--- src/rtl/tbuf_bus_turnaround.sv ---
// Round-robin tri-state bus arbiter with break-before-make dead time.
// Define TBUF_TIMEOUT_EN to bound each grant to MAX_HOLD cycles.
module tbuf_bus_turnaround #(
  parameter int N_DRV    = 4,
  parameter int W        = 8,
  parameter int DEAD_CYC = 2,
  parameter int MAX_HOLD = 16
) (
  input  logic               CLK,
  input  logic               RST,
  input  logic [N_DRV-1:0]   REQ,
  input  logic [N_DRV*W-1:0] DIN,
  output logic [N_DRV*W-1:0] A,
  output logic [N_DRV-1:0]   EN,
  output logic [N_DRV-1:0]   EN_BAR,
  output logic [N_DRV-1:0]   GNT,
  output logic               BUSY,
  output logic               TIMEOUT
);

  localparam int PW = (N_DRV > 1) ? $clog2(N_DRV) : 1;
  localparam int DW = $clog2(DEAD_CYC + 1);

  typedef enum logic [1:0] {
    IDLE  = 2'd0,
    DRIVE = 2'd1,
    TURN  = 2'd2
  } state_t;

  state_t           state;
  logic [PW-1:0]    ptr;
  logic [PW-1:0]    g;
  logic [PW-1:0]    g_inc;
  logic [DW-1:0]    dead;
  logic [PW-1:0]    pick;
  logic [N_DRV-1:0] pick_oh;
  logic             any;
  logic             expire;
  logic             rel;
  int               idx;

  // First requester at or after the pointer, wrapping around.
  always_comb begin
    pick = '0;
    any  = 1'b0;
    idx  = 0;
    for (int k = 0; k < N_DRV; k++) begin
      idx = (int'(ptr) + k) % N_DRV;
      if (!any && REQ[idx[PW-1:0]]) begin
        pick = idx[PW-1:0];
        any  = 1'b1;
      end
    end
  end

  always_comb begin
    pick_oh       = '0;
    pick_oh[pick] = 1'b1;
  end

  assign g_inc = (g == PW'(N_DRV - 1)) ? '0 : g + 1'b1;
  assign rel   = !REQ[g] || expire;
  assign GNT   = EN;

`ifdef TBUF_TIMEOUT_EN
  localparam int HW = $clog2(MAX_HOLD + 1);

  logic [HW-1:0] hold;
  logic          to_q;

  assign expire  = (hold == HW'(MAX_HOLD));
  assign TIMEOUT = to_q;

  // hold reads 1 on the first DRIVE cycle, so a grant lasts MAX_HOLD cycles.
  always_ff @(posedge CLK) begin
    if (RST) begin
      hold <= HW'(1);
      to_q <= 1'b0;
    end else begin
      hold <= (state == DRIVE && !rel) ? hold + 1'b1 : HW'(1);
      to_q <= (state == DRIVE) && expire && REQ[g];
    end
  end
`else
  assign expire  = 1'b0;
  assign TIMEOUT = 1'b0;
`endif

  always_ff @(posedge CLK) begin
    if (RST) begin
      A <= '0;
    end else begin
      A <= DIN;
    end
  end

  always_ff @(posedge CLK) begin
    if (RST) begin
      state  <= IDLE;
      EN     <= '0;
      EN_BAR <= '1;
      BUSY   <= 1'b0;
      ptr    <= '0;
      g      <= '0;
      dead   <= '0;
    end else begin
      unique case (state)
        IDLE: begin
          if (any) begin
            state  <= DRIVE;
            EN     <= pick_oh;
            EN_BAR <= ~pick_oh;
            g      <= pick;
            BUSY   <= 1'b1;
          end
        end
        DRIVE: begin
          if (rel) begin
            state  <= TURN;
            EN     <= '0;
            EN_BAR <= '1;
            ptr    <= g_inc;
            dead   <= DW'(DEAD_CYC);
          end
        end
        TURN: begin
          dead <= (dead != '0) ? dead - 1'b1 : '0;
          // Last dead cycle: next edge may already drive again.
          if (dead <= DW'(1)) begin
            if (any) begin
              state  <= DRIVE;
              EN     <= pick_oh;
              EN_BAR <= ~pick_oh;
              g      <= pick;
            end else begin
              state <= IDLE;
              BUSY  <= 1'b0;
            end
          end
        end
        default: begin
          state  <= IDLE;
          EN     <= '0;
          EN_BAR <= '1;
          BUSY   <= 1'b0;
        end
      endcase
    end
  end

endmodule

--- config.mk ---
export PLATFORM = sky130hd
export DESIGN_NAME = tbuf_bus_turnaround
export DESIGN_NICKNAME = d
export VERILOG_FILES = /design/src/rtl/tbuf_bus_turnaround.sv
export SDC_FILE = /design/constraint.sdc
export NUM_CORES = 1
export LEC_CHECK = 0
export BUFFER_PORTS_ARGS = -buffer_cell sky130_fd_sc_hd__buf_2
export CELL_PAD_IN_SITES_DETAIL_PLACEMENT = 1
export CELL_PAD_IN_SITES_GLOBAL_PLACEMENT = 1
export CORE_ASPECT_RATIO = 1.5
export CORE_MARGIN = 3
export CORE_UTILIZATION = 34
export CTS_CLUSTER_SIZE = 40
export DETAILED_ROUTE_END_ITERATION = 10
export PLACE_DENSITY = 0.83
export SLEW_MARGIN = 20
export SYNTH_ARGS = -nofsm -noshare
export SYNTH_HDL_FRONTEND = slang
export SYNTH_SLANG_ARGS = --single-unit
--- constraint.sdc ---
create_clock -name CLK -period 1.9 [get_ports CLK]
set_clock_uncertainty 0.1 [all_clocks]
set_input_delay 0.19 -clock CLK [delete_from_list [all_inputs] [get_ports CLK]]
set_output_delay 0.19 -clock CLK [all_outputs]
set_load 0.02 [all_outputs]
# Word-level counts from Yosys, hierarchy flattened
# Cells that the tools add are included.
totals:
  input_bits: 38
  ff_bits: 49
  word_cells: 91
  output_inout_bits: 46
op_classes:
  add_sub_neg: 5
  n_lt_le_gt_ge: 8
  n_mux: 43
  n_reduce_logical: 17
  n_eq_ne: 7
  bitwise_logic: 3
op_table:
  columns: ["operator", "n"]
  rows:
  - ["4-bit two-way mux", 6]
  - ["4-bit case mux with 3 select lines", 2]
  - ["2-bit two-way mux", 11]
  - ["2-bit by 3-bit less-than comparator with 1-bit output, second input constant", 6]
  - ["1-bit two-way mux", 14]
  - ["1-bit binary-select mux with 2-bit select", 5]
  - ["2-bit inequality test, second input constant", 4]
  - ["2-bit case mux with 2 select lines", 2]
  - ["2-bit AND reduction", 4]
  - ["2-bit case mux with 3 select lines", 1]
  - ["2-bit nonzero test", 3]
  - ["2-bit by 1-bit adder with 2-bit output, second input constant", 2]
  - ["2-bit adder, second input constant", 2]
  - ["2-bit == test, second input constant", 2]
  - ["1-bit logical AND", 4]
  - ["4-bit NOT", 1]
  - ["4-bit AND reduction", 1]
  - ["1-bit logical NOT", 3]
  - ["1-bit case mux with 3 select lines", 1]
  - ["3-bit AND reduction", 1]
  - ["1-bit demux with 2-bit select", 1]
  - ["2-bit by 1-bit == test with 1-bit output, second input constant", 1]
  - ["2-bit by 1-bit >= comparator with 1-bit output, second input constant", 1]
  - ["2-bit by 1-bit <= comparator with 1-bit output, second input constant", 1]
  - ["other kinds (3)", 4]

# Depth between registers and ports, before layout
# Gate-level depths: netlist (run 1).
depth:
  word_depth: 20
  mapped_depth: 6
  ltp_nobuf: 6

# Worst setup path before layout (run 1)
# No wires, ideal clock.
synth_path:
  kind: "register to register"
  startpoint: "register state[0]"
  endpoint: "register g[0]"
  slack_ns: 0.204
  synth_period_minus_slack_ns: 1.696
  path_buffers: 0
  required_time_ns: 1.729
  setup_time_ns: 0.071
  arrival_ns: 1.526
  path_stages_with_launch: 7
  cell_sequence: "dfxtp_1 -> inv_1 -> ha_1 -> nand2_1 -> nand3_1 -> or4_1 -> a21oi_1"
synth_between:
  elab_chain_cells: 3
  elab_cells_between_ends: 6
  classes_between: "eq/ne: 2; mux: 1; reduce/logical: 3"
synth_lines:
  columns: ["element", "line", "rtl"]
  rows:
  - ["start: declaration", "30", "state_t state;"]
  - ["start signal: assignment", "99", "state <= IDLE;"]
  - ["start signal: assignment", "110", "state <= DRIVE;"]
  - ["start signal: assignment", "119", "state <= TURN;"]
  - ["2-bit == test or 2-bit logical NOT (tied branches)", "107", "unique case (state)"]
  - ["2-bit inequality test (no source line) or 2-bit nonzero test (tied branches)", null, null]
  - ["2-bit AND reduction (no source line)", null, null]
  - ["end signal: assignment", "113", "g <= pick;"]
  - ["end signal: assignment", "134", "g <= pick;"]
  - ["end: declaration", "32", "logic [PW-1:0] g;"]
# Parallel ways exist; a longest one is shown, timed or not.
# A chain may end at the register's enable or synchronous reset.

# Worst setup path in the final report (run 1)
# Same ends and word-level chain as after synthesis.

==> results of run 1 <==
[logic make-up after synthesis]
logic type               share of synthesized area, %
multiplexers                                     4.65
AO/OA/AOI/OAI                                    15.3
other                                           0.193
adder cells (fa/ha/maj)                          3.23
buffers and inverters                            7.10
AND/OR/NAND/NOR                                  18.9
flip-flops                                       50.6
[layout by cell type (no fill, tap or decap), types with 5 or more instances in the layout]
cell type	Yosys	routed
buf_2	1	82
dfxtp_1	49	48
nor2b_1	32	32
a21oi_1	14	14
dlygate4sd3_1	0	11
nor2_1	9	9
inv_1	7	7
o21ai_0	6	6
clkbuf_8	0	5
[sequential cells by signal (all words and copies together), names as in the netlist]
name,count
EN_BAR,4
ptr,2
BUSY,1
state,2
EN,4
dead,2
A,32
g,2
[layout make-up]
class	instances	area, um2	share of cell area [%]
multi-input combinational	118	831	32.4
sequential	49	982	38.3
clock inverter	1	7.51	0.293
clock buffer	7	76.3	2.98
timing repair buffer	97	551	21.5
tap	70	87.6	3.42
inverter	7	26.3	1.03
[routing by layer]
metal / vias to the layer above / part of all wire (%) / track usage [%]
met2: 52 / 57 / 30.1
met1: 805 / 34 / 14.3
met3: 9 / 7.1 / 5.36
met4: 0 / 2.2 / 6.88
li1: 820 / - / -
met5: - / 0 / 0
[report_power, final]
group / leakage (nW) / internal (mW) / total, mW / switching, mW
logic: 0.724 / 0.398 / 0.946 / 0.548
clock network: 0.0385 / 0.261 / 0.603 / 0.342
registers: 0.406 / 1.16 / 1.25 / 0.0946
total: 1.17 / 1.82 / 2.80 / 0.985
[how the worst max path moves through the flow]
stage	depth (start not counted)	endpoint	slack, ps
floorplan	6	g[0]	200
global placement	6	g[0]	130
detailed placement	6	g[0]	90
CTS	6	EN_BAR[2]	30
global route	6	g[0]	1
finish	6	g[0]	140
[timing repair]
| action | in CTS | in global routing |
|---|---|---|
| endpoints found under the hold margin | 11 | 0 |
| setup endpoints to repair | 0 | 8 |
| hold buffers | 11 | 0 |
| gates resized for setup | 0 | 5 |
[worst max-delay path, stage by stage (launching register included)]
cell and delay [ps]:
dfxtp_2 350, inv_1 90, ha_2 240, or2_2 150, nand3_1 110, or4_1 530
a21oi_1 130
==> results.sh, run 1 <==
export IMPL_status="complete, but fails checks"
export IMPL_violations="negative hold slack"
export IMPL_ys_async_sr_fraction_pct=0
export IMPL_dr_total_vias=1686
export IMPL_tightest_slew_ps=534
export IMPL_die_x_um=67.6
export IMPL_syn_area_um2=1940
export IMPL_drtIter0Drc=10
export IMPL_start_util_pct=35.3
export IMPL_period_needed_ps=1760
export IMPL_final_nets=321
export IMPL_cts_buffers=5
export IMPL_synthTopCellsByArea="dfxtp_1, nor2b_1, a21oi_1, ha_1, mux2i_1"
export IMPL_p_leak_nw=1.17
export IMPL_ys_warn_count=0
export IMPL_cts_sinks=49
export IMPL_synth_top_cell_area_share_pct=50.6
export IMPL_crit_required_ps=2040
export IMPL_synth_ff_type="dfxtp_1"
export IMPL_layout_drive_gt1_share_pct=38.4
export IMPL_diodes=0
export IMPL_preCtsSetupSlack_ps=90.5
export IMPL_maxCapViolCount=0
export IMPL_cp_max_fo=8
export IMPL_setup_tns_ps=0
export IMPL_timing_rr_end="g[0]"
export IMPL_avgSynthCellArea_um2=10.3
export IMPL_grt_max_degree=35
export IMPL_p_total_mw=2.80
export IMPL_synth_common_cells="dfxtp_1, nor2b_1, a21oi_1"
export IMPL_placementRows=33
export IMPL_ff2ff_setup_slack_ps=140
export IMPL_path_clk_slew_ps=90
export IMPL_power_density_nw_per_um2=1090
export IMPL_finalNonFillerCells=349
export IMPL_die_h_um=98.5
export IMPL_first_pass_iters=5
export IMPL_hold_path_class="in2reg"
export IMPL_grt_total_usage_pct=15.8
export IMPL_ys_seq_elements=49
export IMPL_grt_pass1_wl_um=8100
export IMPL_core_um2=5490
export IMPL_startpoint="state[0]"
export IMPL_grt_pass1_vias=1831
export IMPL_fmax_mhz=567
export IMPL_htree_levels=2
export IMPL_cp_start_kind="register"
export IMPL_synthesis_nets=231
export IMPL_placed_cells=330
export IMPL_r2r_start="state[0]"
export IMPL_wl_um=4960
export IMPL_dpl_hpwl_um=3720
export IMPL_drc=0
export IMPL_clk_latency_ps=300
export IMPL_stdcell_area_um2=2560
export IMPL_ys_types=46
export IMPL_ios=84
export IMPL_io_buffers=82
export IMPL_synth_top_area_cell="dfxtp_1"
export IMPL_grt_antenna_before_repair=0
export IMPL_crit_path_end_kind="register"
export IMPL_min_from="DIN[17]"
export IMPL_min_period_over_period_pct=92.8
export IMPL_ys_seq_area_share_pct=50.6
export IMPL_critPathKind="reg2reg"
export IMPL_placed_cell_area_um2=2350
export IMPL_min_path_cells=2
export IMPL_cts_root_buf="clkbuf_8"
export IMPL_area_delta_synth_final_pct=32.1
export IMPL_ant_nets=0
export IMPL_synth_edf_count=0
export IMPL_fillCellCount=653
export IMPL_syn_inst=188
export IMPL_rsz0062_at_grt="no"
export IMPL_worst_ep_arrival_time_ps=1900
export IMPL_clockBufferDepth=2
export IMPL_cts_tree="yes"
export IMPL_worst_hold_path_endpoint="A[17]"
export IMPL_gp_congestion=0.883
export IMPL_post_cts_buffers=0
export IMPL_finalHoldViolCount=2
export IMPL_drv_slew=0
export IMPL_slew_limit_headroom_pct=63.8
export IMPL_fin_util_pct=46.6
export IMPL_gr_total_overflow=0
export IMPL_dieArea_um2=6660
export IMPL_via_per_inst=4.83
export IMPL_timing_final_ws_setup_ps=136
export IMPL_avgRoutedWirePerCell_um=14.2
export IMPL_r2r_cells=6
export IMPL_holdWs_ps=-2.63
export IMPL_setup_viol=0
export IMPL_ir_drop_uv=632
export IMPL_yosys_cell_count_top_type="dfxtp_1"
(Power assumes the default switching activity.)
==> inputs of run 2 (changes only) <==
CORE_MARGIN = 2   (was 3)
==> run 2 against run 1 <==
Largest power group unchanged. Hold slack improved by 2.9 ps. The flow now finishes without violations. Via count increased by 0.95%. First-iteration DRC count increased by 30%. Critical path type unchanged. Core utilization grew 0.55 points. Critical endpoint is now state[0].
==> results.sh, run 2 (synthesis results as in run 1) <==
export IMPL_cts_tree="yes"
export IMPL_grt_max_degree=37
export IMPL_status="completed"
export IMPL_dpl_hpwl_um=3640
export IMPL_gr_total_overflow=0
export IMPL_cp_start_kind="register"
export IMPL_core_um2=5490
export IMPL_finalHoldViolCount=0
export IMPL_grt_pass1_wl_um=7970
export IMPL_comb_power_share_pct=34.5
export IMPL_crit_path_end_kind="register"
export IMPL_dieArea_um2=6330
export IMPL_mostFrequentLayoutCells="buf_2, dfxtp_1, nor2b_1"
export IMPL_start_util_pct=35.3
export IMPL_cts_root_buf="clkbuf_8"
export IMPL_largest_register="A"
export IMPL_ios=84
export IMPL_htree_levels=2
export IMPL_slew_limit_headroom_pct=65.2
export IMPL_placed_cell_area_um2=2350
export IMPL_holdWs_ps=0.241
export IMPL_diodes=0
export IMPL_max_stage_delay_ps=520
export IMPL_cts_buffers=5
export IMPL_drc=0
export IMPL_crit_chain="inv_1 -> ha_1 -> nand2b_1 -> o22ai_2 -> or4_1 -> a21oi_1"
export IMPL_p_total_mw=2.81
export IMPL_crit_required_ps=2010
export IMPL_hold_path_class="in2reg"
export IMPL_stdcell_area_um2=2590
export IMPL_path_clk_slew_ps=80
export IMPL_setup_viol=0
export IMPL_critPathKind="reg2reg"
export IMPL_ir_drop_uv=741
export IMPL_p_leak_nw=1.19
export IMPL_first_pass_iters=4
export IMPL_finalNonFillerCells=352
export IMPL_reg_largest_list="A (32), EN (4), EN_BAR (4)"
export IMPL_power_switching_share_pct=34.9
export IMPL_io_buffers=82
export IMPL_clockBufferDepth=2
export IMPL_fin_util_pct=47.2
export IMPL_cpMaxStageDelayCell="or4_1"
export IMPL_drtIter0Drc=13
export IMPL_via_per_inst=4.84
export IMPL_setup_tns_ps=0
export IMPL_p_clk_share_pct=20.9
export IMPL_power_density_nw_per_um2=1080
export IMPL_wl_um=5150
export IMPL_ant_nets=0
export IMPL_grt_total_usage_pct=16.2
export IMPL_timing_final_ws_setup_ps=49.0
export IMPL_cts_sinks=49
export IMPL_grt_antenna_before_repair=0
export IMPL_avgRoutedWirePerCell_um=14.6
export IMPL_cp_max_fo=5
export IMPL_rsz0062_at_grt="no"
export IMPL_crit_family="simple AND/OR/NAND/NOR gates"
export IMPL_gp_congestion=0.874
export IMPL_drv_slew=0
export IMPL_dr_total_vias=1702
export IMPL_min_period_over_period_pct=97.4
export IMPL_net_switching_power_mw=0.982
export IMPL_preCtsSetupSlack_ps=60.1
export IMPL_worst_ep_arrival_time_ps=1960
export IMPL_tightest_slew_ps=513
export IMPL_period_needed_ps=1850
export IMPL_die_x_um=65.6
export IMPL_final_nets=324
export IMPL_grt_pass1_vias=1752
export IMPL_clk_latency_ps=290
export IMPL_final_common_cell="buf_2"
export IMPL_largest_register_ffs=32
export IMPL_p_int_mw=1.83
export IMPL_power_frac_seq_pct=44.6
export IMPL_placementRows=33
export IMPL_area_delta_synth_final_pct=33.7
export IMPL_path_buf_inv=1
export IMPL_die_h_um=96.5
export IMPL_placed_cells=330
export IMPL_maxCapViolCount=0
export IMPL_fmax_mhz=540
export IMPL_layout_drive_gt1_share_pct=39.0
run 2: changes by cell type in the layout (fill, tap and decap cells not counted), moves of 2 or more:
cell	delta
ha_1	+2
dfxtp_1	-2
dfxtp_2	+2
dlygate4sd3_1	+2
ha_2	-2
run 2: power by group through the flow:
stage	clock (mW)	combinational, mW	sequential [mW]
floorplan	0	0.578	1.35
global placement	0	0.886	1.26
detailed placement	0	0.914	1.27
CTS	0.607	0.934	1.25
global route	0.659	1.06	1.27
finish	0.587	0.971	1.25
run 2: repair_timing:
action,4_1_cts,5_1_grt
endpoints found under the hold margin,9,4
setup buffers,0,1
hold buffers,9,4
setup endpoints to repair,0,7
resized for setup,0,7
run 2: worst reg2reg max path, cell delays in order, from the launching register on:
cell	delay, ps
dfxtp_2	360
inv_1	70
ha_1	230
nand2b_1	150
o22ai_2	130
or4_1	520
a21oi_1	210
run 2: metal layers:
layer,track usage [%],share of wire (%)
met5,0,0
met4,5.73,1.7
met3,5.33,5.6
met2,30.5,57
met1,16.5,36
run 2: cell type report:
class | count | area, um2
Clock buffer | 7 | 76.3
Tap cell | 70 | 87.6
Fill cell | 652 | 2900
Multi-Input combinational cell | 118 | 831
Timing Repair Buffer | 100 | 578
Sequential cell | 49 | 985
Clock inverter | 1 | 7.51
Inverter | 7 | 26.3
run 2: path summary, 6_finish.rpt:
| kind | startpoint | end | slack, ps | cells past startpoint |
|---|---|---|---|---|
| setup / recovery | state[1] | state[0] | 50 | 6 |
| hold / removal | DIN[25] | A[25] | 0.2 | 2 |
| setup reg to reg | state[1] | state[0] | 50 | 6 |
| hold reg to reg | EN_BAR[2] | EN_BAR[2] | 400 | 1 |
==> inputs of run 3 (changes only) <==
==> constraint.sdc (replaced) <==
create_clock -name CLK -period 1.9 [get_ports CLK]
set_clock_uncertainty 0.1 [all_clocks]
set_input_delay 0.38 -clock CLK [delete_from_list [all_inputs] [get_ports CLK]]
set_output_delay 0.38 -clock CLK [all_outputs]
set_load 0.02 [all_outputs]
==> run 3 against run 2 <==
Core utilization fell by 1.0 points. Die area did not move. Via count fell by 2.5%. Count of clock-buffer cells in the layout did not move. Hold slack improved by 190 ps. Register-to-register slack improved by 30 ps. Sequential power barely moved. Critical path depth did not move. Wire length fell by 3.4%. Fmax rose by 1.4%. Sequential cell count did not move. Cell count fell by 2.3%. Critical path type unchanged.
==> results.sh, run 3 (synthesis results as in run 1) <==
export IMPL_status="completed"
export IMPL_fillCellCount=667
export IMPL_largest_register_ffs=32
export IMPL_core_um2=5490
export IMPL_crit_family="compound AO/OA/AOI/OAI gates"
export IMPL_grt_pass1_wl_um=7370
export IMPL_worst_hold_path_endpoint="A[11]"
export IMPL_ios=84
export IMPL_min_path_cells=2
export IMPL_cpMaxStageDelayCell="dfxtp_2"
export IMPL_mostFrequentLayoutCells="buf_2, dfxtp_1, nor2b_1"
export IMPL_grt_antenna_before_repair=0
export IMPL_die_h_um=96.5
export IMPL_dieArea_um2=6330
export IMPL_postCtsHoldBufs=0
export IMPL_placed_cells=335
export IMPL_dr_total_vias=1660
export IMPL_wl_um=4980
export IMPL_maxCapViolCount=0
export IMPL_gp_congestion=0.785
export IMPL_area_delta_synth_final_pct=30.8
export IMPL_die_x_um=65.6
export IMPL_drv_slew=0
export IMPL_ir_drop_uv=470
export IMPL_ant_nets=0
export IMPL_start_util_pct=35.3
export IMPL_slew_limit_headroom_pct=66.6
export IMPL_cts_sinks=49
export IMPL_via_per_inst=4.83
export IMPL_critPathKind="reg2reg"
export IMPL_crit_chain="inv_1 -> ha_1 -> or2_2 -> a21oi_1 -> a21oi_1 -> a41o_1"
export IMPL_cts_tree="yes"
export IMPL_min_period_over_period_pct=96.0
export IMPL_grt_total_usage_pct=15.0
export IMPL_gr_total_overflow=0
export IMPL_cp_start_kind="register"
export IMPL_avgRoutedWirePerCell_um=14.5
export IMPL_dpl_hpwl_um=3790
export IMPL_timing_rr_end="EN[3]"
export IMPL_startpoint="state[0]"
export IMPL_path_clk_slew_ps=90
export IMPL_ff2ff_setup_slack_ps=80
export IMPL_htree_levels=2
export IMPL_placementRows=33
export IMPL_grt_pass1_vias=1681
export IMPL_setup_viol=0
export IMPL_largest_register="A"
export IMPL_final_nets=316
export IMPL_path_buf_inv=1
export IMPL_fmax_mhz=548
export IMPL_reg_largest_list="A (32), EN (4), EN_BAR (4)"
export IMPL_clk_latency_ps=300
export IMPL_multiInputGateArea_um2=846
export IMPL_drc=0
export IMPL_min_from="DIN[11]"
export IMPL_final_common_cell="buf_2"
export IMPL_first_pass_iters=3
export IMPL_p_leak_nw=1.18
export IMPL_cp_max_fo=5
export IMPL_cts_buffers=5
export IMPL_area_sequential_um2=985
export IMPL_rsz0062_at_grt="no"
export IMPL_power_density_nw_per_um2=1160
export IMPL_hold_path_class="in2reg"
export IMPL_diodes=0
export IMPL_io_buffers=82
export IMPL_holdWs_ps=186
export IMPL_cts_root_buf="clkbuf_8"
export IMPL_finalNonFillerCells=344
export IMPL_cpMostUsedCell="a21oi_1"
export IMPL_period_needed_ps=1820
export IMPL_drtIter0Drc=14
export IMPL_clockBufferDepth=2
export IMPL_crit_required_ps=2000
export IMPL_layout_drive_gt1_share_pct=43.8
export IMPL_crit_path_end_kind="register"
export IMPL_r2r_cells=6
export IMPL_max_stage_delay_ps=370
export IMPL_worst_ep_arrival_time_ps=1920
export IMPL_grt_max_degree=40
export IMPL_setup_tns_ps=0
export IMPL_r2r_start="state[0]"
export IMPL_tightest_slew_ps=500
export IMPL_finalHoldViolCount=0
## run 3: how the worst max path moves through the flow
stage / cells after the start / endpoint
after floorplan: 5 / EN_BAR[0]
after global placement: 5 / EN_BAR[0]
after detailed placement: 6 / state[0]
after CTS: 6 / EN[3]
after global routing: 6 / g[0]
final: 6 / EN[3]
## run 3: final cells by class
class,count,share of cell area (%)
sequential,49,38.8
multi-input combinational,118,33.4
timing repair buffer,92,19.2
clock buffer,7,3.80
tap,70,3.46
inverter,7,1.04
clock inverter,1,0.346
## run 3: layer usage
| layer | global-route usage (%) | up-vias | wire [um] |
|---|---|---|---|
| met5 | 0 | - | 0 |
| met4 | 7.29 | 0 | 119 |
| met3 | 3.71 | 9 | 241 |
| met2 | 28.2 | 48 | 2770 |
| met1 | 15.3 | 791 | 1850 |
| li1 | - | 812 | - |
## run 3: where the power goes
part / internal (mW) / switching (mW) / leakage (nW)
logic: 0.445 / 0.577 / 0.714
registers: 1.16 / 0.0956 / 0.407
clock network: 0.336 / 0.339 / 0.0549
## run 3: repair_timing
action	CTS	global route
endpoints found under the setup margin	1	10
cloned	0	0
buffers inserted	0	1
pin swaps	0	1
hold endpoints to repair	0	0
gates resized for setup	1	9
## run 3: metrics by stage
stage	total power [mW]	utilization [%]	instance area, um2	setup slack [ps]
after floorplan	1.93	-	1940	135
after global placement	2.21	43.6	2390	58.3
after detailed placement	2.24	43.6	2390	14.3
after CTS	2.93	45.5	2500	33.6
after global routing	3.13	46.2	2530	7.97
final	2.95	46.2	2530	75.4
